$ cat src/rtl/fb_port_arbiter.sv
// Single-port framebuffer arbiter. Display reads always win; queued capture writes
// fill the cycles where the display address did not change.
`timescale 1ns/1ps
module fb_port_arbiter #(
  parameter int ADDRW     = 14,
  parameter int DATAW     = 36,
  parameter int WQ_DEPTH  = 4,
  parameter int STALL_LIM = 64
) (
  input  logic                       pxlClk,
  input  logic                       rstN,
  input  logic [ADDRW-1:0]           rdAddr,
  input  logic                       rdFlush,
  output logic [DATAW-1:0]           rdData,
  input  logic                       wrValid,
  output logic                       wrReady,
  input  logic [ADDRW-1:0]           wrAddr,
  input  logic [DATAW-1:0]           wrData,
  output logic [ADDRW-1:0]           ramAddr,
  output logic                       ramWe,
  output logic [DATAW-1:0]           ramWdata,
  input  logic [DATAW-1:0]           ramRdata,
  output logic [$clog2(WQ_DEPTH):0]  wqLevel,
  output logic                       stallFlag,
  input  logic                       clrStall
);

  localparam int PW = $clog2(WQ_DEPTH);
  localparam int LW = PW + 1;
  localparam int CW = $clog2(STALL_LIM + 1);

  logic [ADDRW-1:0] last_addr_reg;
  logic             last_valid_reg;
  logic             rd_pend_reg;
  logic [DATAW-1:0] rd_data_reg;
  logic [ADDRW-1:0] wq_addr_mem [WQ_DEPTH];
  logic [DATAW-1:0] wq_data_mem [WQ_DEPTH];
  logic [PW-1:0]    wr_ptr_reg, rd_ptr_reg;
  logic [LW-1:0]    count_reg;
  logic [CW-1:0]    stall_cnt_reg;
  logic             stall_flag_reg;

  logic             rd_need, wq_full, wq_empty, do_push, do_pop, fwd, stall_hit;
  logic [ADDRW-1:0] head_addr;
  logic [DATAW-1:0] head_data;

  always_comb begin
    rd_need   = !last_valid_reg || rdFlush || (rdAddr != last_addr_reg);
    wq_full   = (count_reg == LW'(WQ_DEPTH));
    wq_empty  = (count_reg == '0);
    head_addr = wq_addr_mem[rd_ptr_reg];
    head_data = wq_data_mem[rd_ptr_reg];
    do_pop    = !rd_need && !wq_empty;
    do_push   = wrValid && !wq_full;
    // A write to the line currently on display must also refresh the holding register.
    fwd       = do_pop && last_valid_reg && (head_addr == last_addr_reg);
    stall_hit = wq_full && (stall_cnt_reg >= CW'(STALL_LIM - 1));
  end

  assign ramAddr   = rd_need ? rdAddr : (do_pop ? head_addr : last_addr_reg);
  assign ramWe     = do_pop;
  assign ramWdata  = head_data;
  assign rdData    = rd_data_reg;
  assign wrReady   = !wq_full;
  assign wqLevel   = count_reg;
  assign stallFlag = stall_flag_reg;

  // Queue storage carries no reset; occupancy alone decides what is valid.
  always_ff @(posedge pxlClk) begin
    if (do_push) begin
      wq_addr_mem[wr_ptr_reg] <= wrAddr;
      wq_data_mem[wr_ptr_reg] <= wrData;
    end
  end

  always_ff @(posedge pxlClk or negedge rstN) begin
    if (!rstN) begin
      last_addr_reg  <= '0;
      last_valid_reg <= 1'b0;
      rd_pend_reg    <= 1'b0;
      rd_data_reg    <= '0;
      wr_ptr_reg     <= '0;
      rd_ptr_reg     <= '0;
      count_reg      <= '0;
      stall_cnt_reg  <= '0;
      stall_flag_reg <= 1'b0;
    end else begin
      rd_pend_reg <= rd_need;
      if (rd_need) begin
        last_addr_reg  <= rdAddr;
        last_valid_reg <= 1'b1;
      end

      if (fwd)
        rd_data_reg <= head_data;
      else if (rd_pend_reg)
        rd_data_reg <= ramRdata;

      if (do_push) wr_ptr_reg <= wr_ptr_reg + PW'(1);
      if (do_pop)  rd_ptr_reg <= rd_ptr_reg + PW'(1);
      case ({do_push, do_pop})
        2'b10:   count_reg <= count_reg + LW'(1);
        2'b01:   count_reg <= count_reg - LW'(1);
        default: count_reg <= count_reg;
      endcase

      if (clrStall) begin
        stall_cnt_reg  <= '0;
        stall_flag_reg <= 1'b0;
      end else begin
        if (!wq_full)
          stall_cnt_reg <= '0;
        else if (stall_cnt_reg < CW'(STALL_LIM))
          stall_cnt_reg <= stall_cnt_reg + CW'(1);
        if (stall_hit)
          stall_flag_reg <= 1'b1;
      end
    end
  end

endmodule

$ cat config.mk
export PLATFORM = sky130hd
export DESIGN_NAME = fb_port_arbiter
export DESIGN_NICKNAME = d
export VERILOG_FILES = /design/src/rtl/fb_port_arbiter.sv
export SDC_FILE = /design/constraint.sdc
export NUM_CORES = 1
export LEC_CHECK = 0
export ABC_AREA = 1
export BUFFER_PORTS_ARGS = -buffer_cell sky130_fd_sc_hd__buf_2
export CAP_MARGIN = 20
export CELL_PAD_IN_SITES_DETAIL_PLACEMENT = 1
export CELL_PAD_IN_SITES_GLOBAL_PLACEMENT = 1
export CORE_MARGIN = 2
export CORE_UTILIZATION = 26
export DETAILED_ROUTE_END_ITERATION = 8
export PLACE_DENSITY_LB_ADDON = 0.1
export REMOVE_ABC_BUFFERS = 1
export SYNTH_ARGS = -nofsm -noshare
export SYNTH_HDL_FRONTEND = slang
export SYNTH_SLANG_ARGS = --single-unit
export TNS_END_PERCENT = 5
$ cat constraint.sdc
create_clock -name pxlClk -period 4.3 [get_ports pxlClk]
set_input_delay 0.86 -clock pxlClk [delete_from_list [all_inputs] [get_ports pxlClk]]
set_output_delay 0.86 -clock pxlClk [all_outputs]
set_load 0.1 [all_outputs]
==> results of run 1 <==
logic make-up after synthesis:
group / count (synthesis) / synth area share (%)
xor gates and xnor gates: 7 / 0.526
DFF: 267 / 65.9
adders and majority gates: 7 / 0.815
buffers and inverters: 167 / 6.08
other: 1 / 0.0322
and+or+nand+nor: 589 / 20.9
AOI/OAI and AO/OA: 97 / 5.76
metrics by stage:
| step | setup TNS (ns) | cells | setup WS, ns |
|---|---|---|---|
| 3_5_place_dp | 0 | 1880 | 0.701 |
| 3_3_place_gp | 0 | 1880 | 0.696 |
| 2_1_floorplan | -150.08 | 1065 | -0.857 |
| 5_1_grt | 0 | 1945 | 0.387 |
| 4_1_cts | 0 | 1944 | 0.552 |
| 6_report | 0 | 1949 | 0.605 |
cell usage after synthesis:
cell / n
nand2_1: 413
edfxtp_1: 200
nand3_1: 127
inv_1: 94
dfrtp_1: 67
clkbuf_1: 43
a21oi_1: 42
a32oi_1: 36
nor2_1: 32
buf_2: 12
o221ai_1: 12
buf_6: 7
ha_1: 6
nor3_1: 5
buf_1: 4
buf_4: 4
nand3b_1: 4
o21ai_0: 4
xor2_1: 4
xnor2_1: 3
inv_2: 2
nand3_2: 2
nor2_4: 2
nor4_1: 2
o211ai_1: 2
a31oi_1: 1
clkinv_1: 1
conb_1: 1
fa_1: 1
nand3_4: 1
nor2_2: 1
power by group:
part	total (mW)	internal, mW	switching (mW)
combinational	1.74	0.306	1.43
clock	2.83	1.72	1.11
sequential	3.35	3.23	0.113
critical path: cells and delay by family, from the launching register on:
kind	cells	cell delay, ns
AND/OR/NAND/NOR	1	0.10
AO/OA/AOI/OAI	1	0.40
buffers and inverters	3	1.29
flip-flops	1	0.48
metal layers:
layer / share of wire [%] / vias to the layer above / wire length, um
met5: 0.084 / - / 30
met4: 1.8 / 6 / 634
met3: 5.0 / 54 / 1810
met2: 47 / 166 / 16900
met1: 46 / 4288 / 16400
li1: - / 4212 / -
worst paths after layout:
path / depth (start not counted) / from / end / slack (ns)
min in group pxlClk: 1 / rdAddr[5] / last_addr_reg[5] / 0.46
max in group asynchronous: 2 / rstN / rdData[32] / 3.03
min: 1 / rstN / rdData[34] / 0.42
max reg2reg: 13 / rd_ptr_reg[0] / rdData[11] / 1.30
min reg2reg: 2 / rdData[18] / rdData[18] / 0.51
max: 5 / rd_ptr_reg[0] / ramWdata[4] / 0.61
layout make-up:
type | instances | area [sq um]
fill | 5051 | 29800
sequential | 267 | 7690
multi-input combinational | 701 | 3310
timing repair buffer | 223 | 1200
clock buffer | 51 | 987
tap | 592 | 741
inverter | 97 | 367
clock inverter | 13 | 126
antenna | 5 | 12.5
==> flow_summary_export.csv, run 1 <==
group,metric,value,unit
cts,cts_tree,"built",
die,dieArea,46600,sq um
drt,ant_nets,0,
global_route,grt.met1_usage,20.1,%
power_and_ir_drop,power.total,7.91,mW
global_route,antenna_found_initial,7,
timing,holdWs,0.424,ns
critical_path,worstPathRequired,3.44,ns
cts,postCtsHoldBufs,0,
critical_path,start_kind,"register",
global_route,grt_usage,15.6,%
run,drv_cap,0,
logic_synthesis,netlist_area,11700,sq um
global_route,use_met3,3.69,%
placement,place_congestion,0.739,
placement,place_area,13300,sq um
logic_synthesis,syn_avg_cell_area,10.3,sq um
drt,routed_wl,35800,um
cells_and_area,largest_register_ffs,144,
die,die_w,216,um
timing,setup_viol_count_final,0,
critical_path,worst_path_max_delay_cell,"buf_2",
power_and_ir_drop,leakage,6.11,nW
die,die_y,216,um
logic_synthesis,ys_types,31,
drt,routedWlPerCell,18.4,um
drt,avgViaCountPerCell,4.48,
timing,finalCriticalPeriod,3.69,ns
cts,cts_buffer_depth,3,
critical_path,worstPathCellList,"clkinv_2 > buf_4 > nand2_1 > a32oi_1 > buf_2",
drt,num_vias,8726,
logic_synthesis,synth_top_area_share,51.5,%
die,start_util,26.4,%
critical_path,endpoint_kind,"output pin",
cells_and_area,area_growth,23.7,%
timing,worst_clock_skew,0.0205,ns
cts,root_buffer,"clkbuf_16",
cts,cts_buffers,35,
logic_synthesis,ys_warn_count,0,
timing,fmax,271,MHz
placement,hpwl,23200,um
placement,io_buffer_count,196,
critical_path,max_stage_delay,0.51,ns
critical_path,critical_path_class,"reg -> out",
global_route,top_usage_layer,"met2",
timing,maxSlewViolCount,0,
critical_path,crit_arrival,2.83,ns
cts,clk_latency,0.54,ns
logic_synthesis,yosys.area.top_type,"edfxtp_1",
timing,worst_pin_slew,0.845,ns
die,core_area,44200,sq um
drt,drt_iter0_drc,336,
cells_and_area,nets,1437,
cells_and_area,finalInstanceArea,14400,sq um
timing,final-hold-violation-count,0,
logic_synthesis,synth_area_leaders,"edfxtp_1 (51%), dfrtp_1 (14%), nand2_1 (13%)",
global_route,grt_max_degree,61,
timing,slew-limit-headroom,43.7,%
critical_path,critical_path.max_fanout,36,
logic_synthesis,ys_ff_latch,267,
drt,dr.pass1.iters,4,
cts,htree_levels,2,
worst_hold_path,worstHoldPathType,"in -> async",
global_route,grt_pass1_wl,55500,um
run_status,run_status,"finished, final reports clean",
drt,post-route-drc-count,0,
cts,clk_pin_slew,0.06,ns
cts,cts_num_sinks,267,
cells_and_area,final_layout_size_suffix_gt1_share,21.2,%
cells_and_area,layout_commonest_cell,"nand2_1",
die,placementRows,77,
global_route,met2_usage,25.8,%
logic_synthesis,synth_seq_area_share,65.9,%
cts,post_cts_resize_count,0,
cells_and_area,regMostFlops,"wq_data_mem",
global_route,first_global_vias,9191,
timing,period_share,85.9,%
cts,cts_setup_buffers,0,
cells_and_area,mostFrequentLayoutCells,"nand2_1 (413), edfxtp_1 (200), buf_2 (195)",
power_and_ir_drop,ir_drop,0.252,mV
power_and_ir_drop,powerDensity,549,nW/um^2
die,io-pin-count,197,
logic_synthesis,syn-instance-count,1135,
timing,rsz0062_at_grt,"false",
global_route,globalRouteOverflowTotal,0,
cells_and_area,final_util,32.6,%
Power figures use the tool's default switching activity.
==> inputs of run 2 (changes only) <==
ABC_AREA = not set   (was 1)
==> run 2 against run 1 <==
Count of clock-buffer cells in the layout shrank 8. Flip-flop and latch count unchanged. Critical path depth is 2 lower. Non-clock buffer count decreased by 17. Clock power decreased by 7.4%. Global-route usage is 3.2 points lower. Sequential share of layout area up 3.2 points. Register-to-register slack worse by 0.22 ns. Die area fell by 6.3%. Clock skew down 0.012 ns. Highest routed layer unchanged.
==> flow_summary_export.csv, run 2 <==
group,metric,value,unit
run_status,run_status,"finished, final reports clean",
power_and_ir_drop,power.total,7.60,mW
logic_synthesis,netlist_area,10900,sq um
critical_path,endpoint,"ramWdata[35]",
logic_synthesis,ys.flop_type,"edfxtp_1",
logic_synthesis,ys_types,34,
cts,cts_tree,"built",
power_and_ir_drop,powerDensity,558,nW/um^2
logic_synthesis,syn-instance-count,563,
logic_synthesis,synth_edf_count,200,
critical_path,critical_path_class,"reg -> out",
placement,hpwl,16800,um
cells_and_area,nets,877,
cts,clk_pin_slew,0.06,ns
critical_path,endpoint_kind,"output pin",
logic_synthesis,yosys.area.top_type,"edfxtp_1",
critical_path,worstPathRequired,3.44,ns
die,start_util,26.2,%
drt,routed_wl,26900,um
die,die_y,209,um
logic_synthesis,ys_ff_latch,267,
global_route,globalRouteOverflowTotal,0,
timing,maxSlewViolCount,0,
critical_path,reg2reg_from,"rd_ptr_reg[0]",
critical_path,reg2reg_to,"rdData[8]",
cts,cts_num_sinks,267,
logic_synthesis,synth_area_leaders,"edfxtp_1 (55%), dfrtp_1 (15%), mux4_2 (10%)",
cts,postCtsHoldBufs,0,
global_route,antenna_found_initial,5,
cts,cts_setup_buffers,0,
cells_and_area,regMostFlops,"wq_data_mem",
drt,num_vias,5757,
placement,io_buffer_count,196,
timing,period_share,85.5,%
die,dieArea,43700,sq um
critical_path,r2r_cells,6,
global_route,grt_pass1_wl,41400,um
timing,finalCriticalPeriod,3.68,ns
worst_hold_path,worstHoldPathType,"in -> async",
timing,worst_clock_skew,0.00892,ns
timing,slew-limit-headroom,27.9,%
cts,root_buffer,"clkbuf_16",
critical_path,max_stage_delay,0.87,ns
logic_synthesis,ys_warn_count,0,
die,die_w,209,um
cells_and_area,mostFrequentLayoutCells,"edfxtp_1 (200), buf_2 (190), dfrtp_1 (64)",
cts,htree_levels,1,
cells_and_area,largest_register_ffs,144,
drt,drt_iter0_drc,290,
cells_and_area,layout_commonest_cell,"edfxtp_1",
timing,worst_pin_slew,1.08,ns
drt,avgViaCountPerCell,4.33,
global_route,first_global_vias,6716,
logic_synthesis,syn_avg_cell_area,19.4,sq um
cts,cts_buffer_depth,3,
logic_synthesis,yosys-top-cells-count,"edfxtp_1 (200), dfrtp_1 (67), mux4_2 (50)",
critical_path,r2r_slack,1.08,ns
cells_and_area,area_growth,24.7,%
critical_path,setup.worst_path.start,"rd_ptr_reg[0]",
placement,dp_slack,0.703,ns
timing,final-hold-violation-count,0,
logic_synthesis,synthArstFlopShare,25.1,%
logic_synthesis,synth_seq_area_share,70.4,%
cts,cts_buffers,31,
cts,clk_latency,0.57,ns
power_and_ir_drop,ir_drop,0.292,mV
die,io-pin-count,197,
drt,routedWlPerCell,20.2,um
cells_and_area,final_util,32.7,%
critical_path,worstPathCellList,"buf_4 > mux4_2 > buf_2",
timing,fmax,272,MHz
drt,post-route-drc-count,0,
critical_path,start_kind,"register",
critical_path,worst_path_max_delay_cell,"dfrtp_4",
critical_path,crit_arrival,2.82,ns
timing,rsz0062_at_grt,"false",
timing,setup_viol_count_final,0,
drt,dr.pass1.iters,4,
placement,place_congestion,0.766,
logic_synthesis,synth.most_common_cell,"edfxtp_1",
power_and_ir_drop,leakage,5.14,nW
drt,ant_nets,0,
cts,post_cts_resize_count,0,
run,drv_cap,0,
critical_path,critical_path.max_fanout,31,
die,core_area,41700,sq um
die,placementRows,75,
timing,setup_ws,0.622,ns
timing,fin_tns_setup,0,ns
cells_and_area,final_layout_size_suffix_gt1_share,49.4,%
global_route,grt_usage,12.4,%
global_route,grt_max_degree,68,
logic_synthesis,synth_top_area_share,55.0,%
cells_and_area,fill_cells,4329,
-- run 2: cell count changes after synthesis, moves of 36 or more --
| cell | delta |
|---|---|
| nand2_1 | -396 |
| a32oi_1 | -36 |
| nand3_1 | -125 |
| mux2_2 | +44 |
| a21oi_1 | -39 |
| mux4_2 | +50 |
| inv_1 | -89 |
-- run 2: how the worst min path moves through the flow --
stage	start	to	cells after the start
CTS	rdAddr[11]	last_addr_reg[11]	1
finish	rstN	wqLevel[2]	1
global route	rstN	wqLevel[0]	1
global placement	stallFlag	stallFlag	2
floorplan	wr_ptr_reg[0]	wr_ptr_reg[0]	1
detailed placement	stallFlag	stallFlag	2
-- run 2: routing by layer --
| layer | GRT usage (%) | wire length, um | vias up |
|---|---|---|---|
| li1 | - | - | 2591 |
| met4 | 2.98 | 597 | 6 |
| met2 | 21.1 | 13000 | 158 |
| met5 | 0 | 38 | - |
| met3 | 3.55 | 1590 | 48 |
| met1 | 15.7 | 11700 | 2954 |
-- run 2: final cells by class --
type / count / area (sq um) / area share (%)
sequential: 267 / 7690 / 56.5
multi-input combinational: 254 / 3060 / 22.5
timing repair buffer: 206 / 1150 / 8.42
clock buffer: 43 / 841 / 6.18
tap: 539 / 674 / 4.95
clock inverter: 15 / 175 / 1.29
inverter: 5 / 18.8 / 0.138
antenna: 2 / 5.00 / 0.0368
-- run 2: per-stage QoR --
step                cell area (sq um)  instances  hold slack (ns)
floorplan                       10700        526            0.498
global placement                12600       1270            0.481
detailed placement              12600       1270            0.486
CTS                             13600       1328            0.402
global route                    13600       1329            0.267
finish                          13600       1331            0.251
-- run 2: cells by family after synthesis --
family | Yosys count | share of synthesized area [%]
DFF | 267 | 70.4
muxes | 139 | 20.4
and+or+nand+nor | 51 | 2.68
buffers and inverters | 42 | 1.81
xor gates and xnor gates | 38 | 3.05
AOI/OAI and AO/OA | 18 | 0.848
adders and majority gates | 7 | 0.871
other | 1 | 0.0343
-- run 2: critical path, delay by kind of cell, from the launching register on --
| kind | cells | cell delay [ns] |
|---|---|---|
| multiplexers | 1 | 0.62 |
| buffers and inverters | 2 | 0.73 |
| flip-flops | 1 | 0.87 |
-- run 2: power by group --
part	switching [mW]	total, mW	internal [mW]
logic	1.26	1.60	0.350
clock network	1.06	2.62	1.55
registers	0.115	3.37	3.26
==> inputs of run 3 (changes only) <==
BUFFER_PORTS_ARGS = not set   (was -buffer_cell sky130_fd_sc_hd__buf_2)
DONT_BUFFER_PORTS = 1   (was not set)
==> run 3 against run 2 <==
Largest power group unchanged. Highest routed layer is now met4. Cell count down 14%. Global-route usage is 0.47 points lower. Clock power increased by 5%. Power increased by 0.58%. Maximum frequency grew 3.8%. Sequential power up 4%.
==> flow_summary_export.csv, run 3 (synthesis results as in run 2) <==
group,metric,value,unit
run_status,run_status,"finished, final reports clean",
critical_path,reg2reg_from,"last_addr_reg[12]",
critical_path,crit_arrival,2.68,ns
global_route,grt_pass1_wl,38700,um
cts,htree_levels,1,
run,drv_cap,0,
critical_path,critical_path.max_fanout,24,
die,io-pin-count,197,
cts,cts_setup_buffers,0,
cells_and_area,mostFrequentLayoutCells,"edfxtp_1 (200), dfrtp_1 (64), mux4_2 (50)",
die,dieArea,43700,sq um
global_route,globalRouteOverflowTotal,0,
drt,num_vias,5112,
placement,dp_cells,1092,
drt,drt_iter0_drc,222,
timing,final-hold-violation-count,0,
cts,clk_latency,0.57,ns
timing,maxSlewViolCount,0,
global_route,grt_usage,12.0,%
critical_path,r2r_cells,12,
die,core_area,41700,sq um
cells_and_area,multi_input_area,3120,sq um
die,placementRows,75,
die,die_y,209,um
die,start_util,26.2,%
placement,io_buffer_count,0,
timing,finalCriticalPeriod,3.54,ns
cts,root_buffer,"clkbuf_16",
worst_hold_path,worstHoldPathType,"in -> async",
cts,cts_tree,"built",
cells_and_area,area_growth,18.9,%
drt,routed_wl,25900,um
timing,slew-limit-headroom,31.4,%
cells_and_area,regMostFlops,"wq_data_mem",
timing,holdWs,0.196,ns
cells_and_area,nets,699,
critical_path,critical_path_class,"reg -> out",
timing,fmax,282,MHz
drt,ant_nets,0,
global_route,antenna_found_initial,0,
power_and_ir_drop,powerDensity,588,nW/um^2
timing,worst_pin_slew,1.03,ns
critical_path,start_kind,"register",
power_and_ir_drop,leakage,4.55,nW
cells_and_area,ff_latch_area,7690,sq um
timing,rsz0062_at_grt,"false",
global_route,grt_max_degree,68,
cells_and_area,fill_cells,4234,
critical_path,setup.worst_path.start,"rd_ptr_reg[0]",
die,die_w,209,um
cts,cts_buffers,31,
timing,worst_clock_skew,0.0106,ns
drt,avgViaCountPerCell,4.44,
cells_and_area,largest_register_ffs,144,
placement,hpwl,16000,um
cells_and_area,stdcell_count,1151,
cells_and_area,layout_commonest_cell,"edfxtp_1",
drt,dr.pass1.iters,4,
power_and_ir_drop,ir_drop,0.299,mV
drt,routedWlPerCell,22.5,um
cts,cts_buffer_depth,3,
critical_path,worstPathRequired,3.44,ns
timing,setup_viol_count_final,0,
critical_path,endpoint_kind,"output pin",
cts,cts_num_sinks,267,
cts,clk_pin_slew,0.06,ns
cells_and_area,final_layout_size_suffix_gt1_share,37.9,%
timing,period_share,82.4,%
global_route,first_global_vias,5962,
placement,place_congestion,0.728,
cells_and_area,diodes,0,
drt,post-route-drc-count,0,
-- run 3: cell count changes in the layout (fill, tap and decap cells not counted), moves of 2 or more --
| cell | previous run | this run |
|---|---|---|
| clkbuf_1 | 10 | 2 |
| buf_2 | 190 | 0 |
| diode_2 | 2 | 0 |
| buf_4 | 10 | 12 |
| buf_12 | 6 | 15 |
| bufinv_16 | 3 | 6 |
| o21ai_0 | 14 | 1 |
| clkbuf_8 | 2 | 0 |
| clkinv_1 | 2 | 4 |
| o21ai_2 | 0 | 13 |
| clkinv_2 | 5 | 11 |
-- run 3: power breakdown --
| group | total [mW] | internal [mW] | switching [mW] |
|---|---|---|---|
| clock network | 2.74 | 1.67 | 1.06 |
| logic | 1.41 | 0.302 | 1.11 |
| registers | 3.49 | 3.26 | 0.235 |
-- run 3: path summary, 6_finish.rpt --
check / slack (ns) / end
min reg2reg: 0.56 / wr_ptr_reg[0]
max in group asynchronous: 3.77 / rd_ptr_reg[0]
max reg2reg: 1.26 / wqLevel[2]
min in group pxlClk: 0.33 / last_addr_reg[0]
min: 0.20 / stall_cnt_reg[3]
max: 0.76 / ramWdata[35]
-- run 3: timing repair --
item / in CTS / in global routing
hold buffers: 1 / 0
hold endpoints to repair: 67 / 0
resized for setup: 0 / 0
-- run 3: layer usage --
layer  vias up  share of wire (%)  GRT usage, %
li1       2228                  -             -
met5         -                  0             0
met3        35                8.5          4.91
met4         0                2.2          2.93
met1      2690                 41          14.5
met2       159                 49          19.8
-- run 3: layout make-up --
| cell class | count | share of cell area, % |
|---|---|---|
| multi-input combinational | 254 | 24.0 |
| tap | 539 | 5.19 |
| inverter | 5 | 0.145 |
| sequential | 267 | 59.2 |
| clock inverter | 25 | 2.19 |
| timing repair buffer | 28 | 3.22 |
| clock buffer | 33 | 6.03 |
-- run 3: critical path, cell delays in order (launching register included) --
cell and delay [ns]:
dfrtp_4 0.77, buf_4 0.46, mux4_2 0.86
-- run 3: per-stage QoR --
stage / total power, mW / setup slack [ns] / TNS (ns) / utilization, % / instance area, sq um
2_1_floorplan: 4.59 / -1.40 / -27.32 / - / 10700
3_5_place_dp: 4.99 / 0.792 / 0 / 28.5 / 11900
4_1_cts: 7.80 / 0.608 / 0 / 31.2 / 13000
5_1_grt: 7.96 / 0.549 / 0 / 31.2 / 13000
3_3_place_gp: 4.94 / 0.794 / 0 / 28.5 / 11900
6_report: 7.64 / 0.756 / 0 / 31.2 / 13000
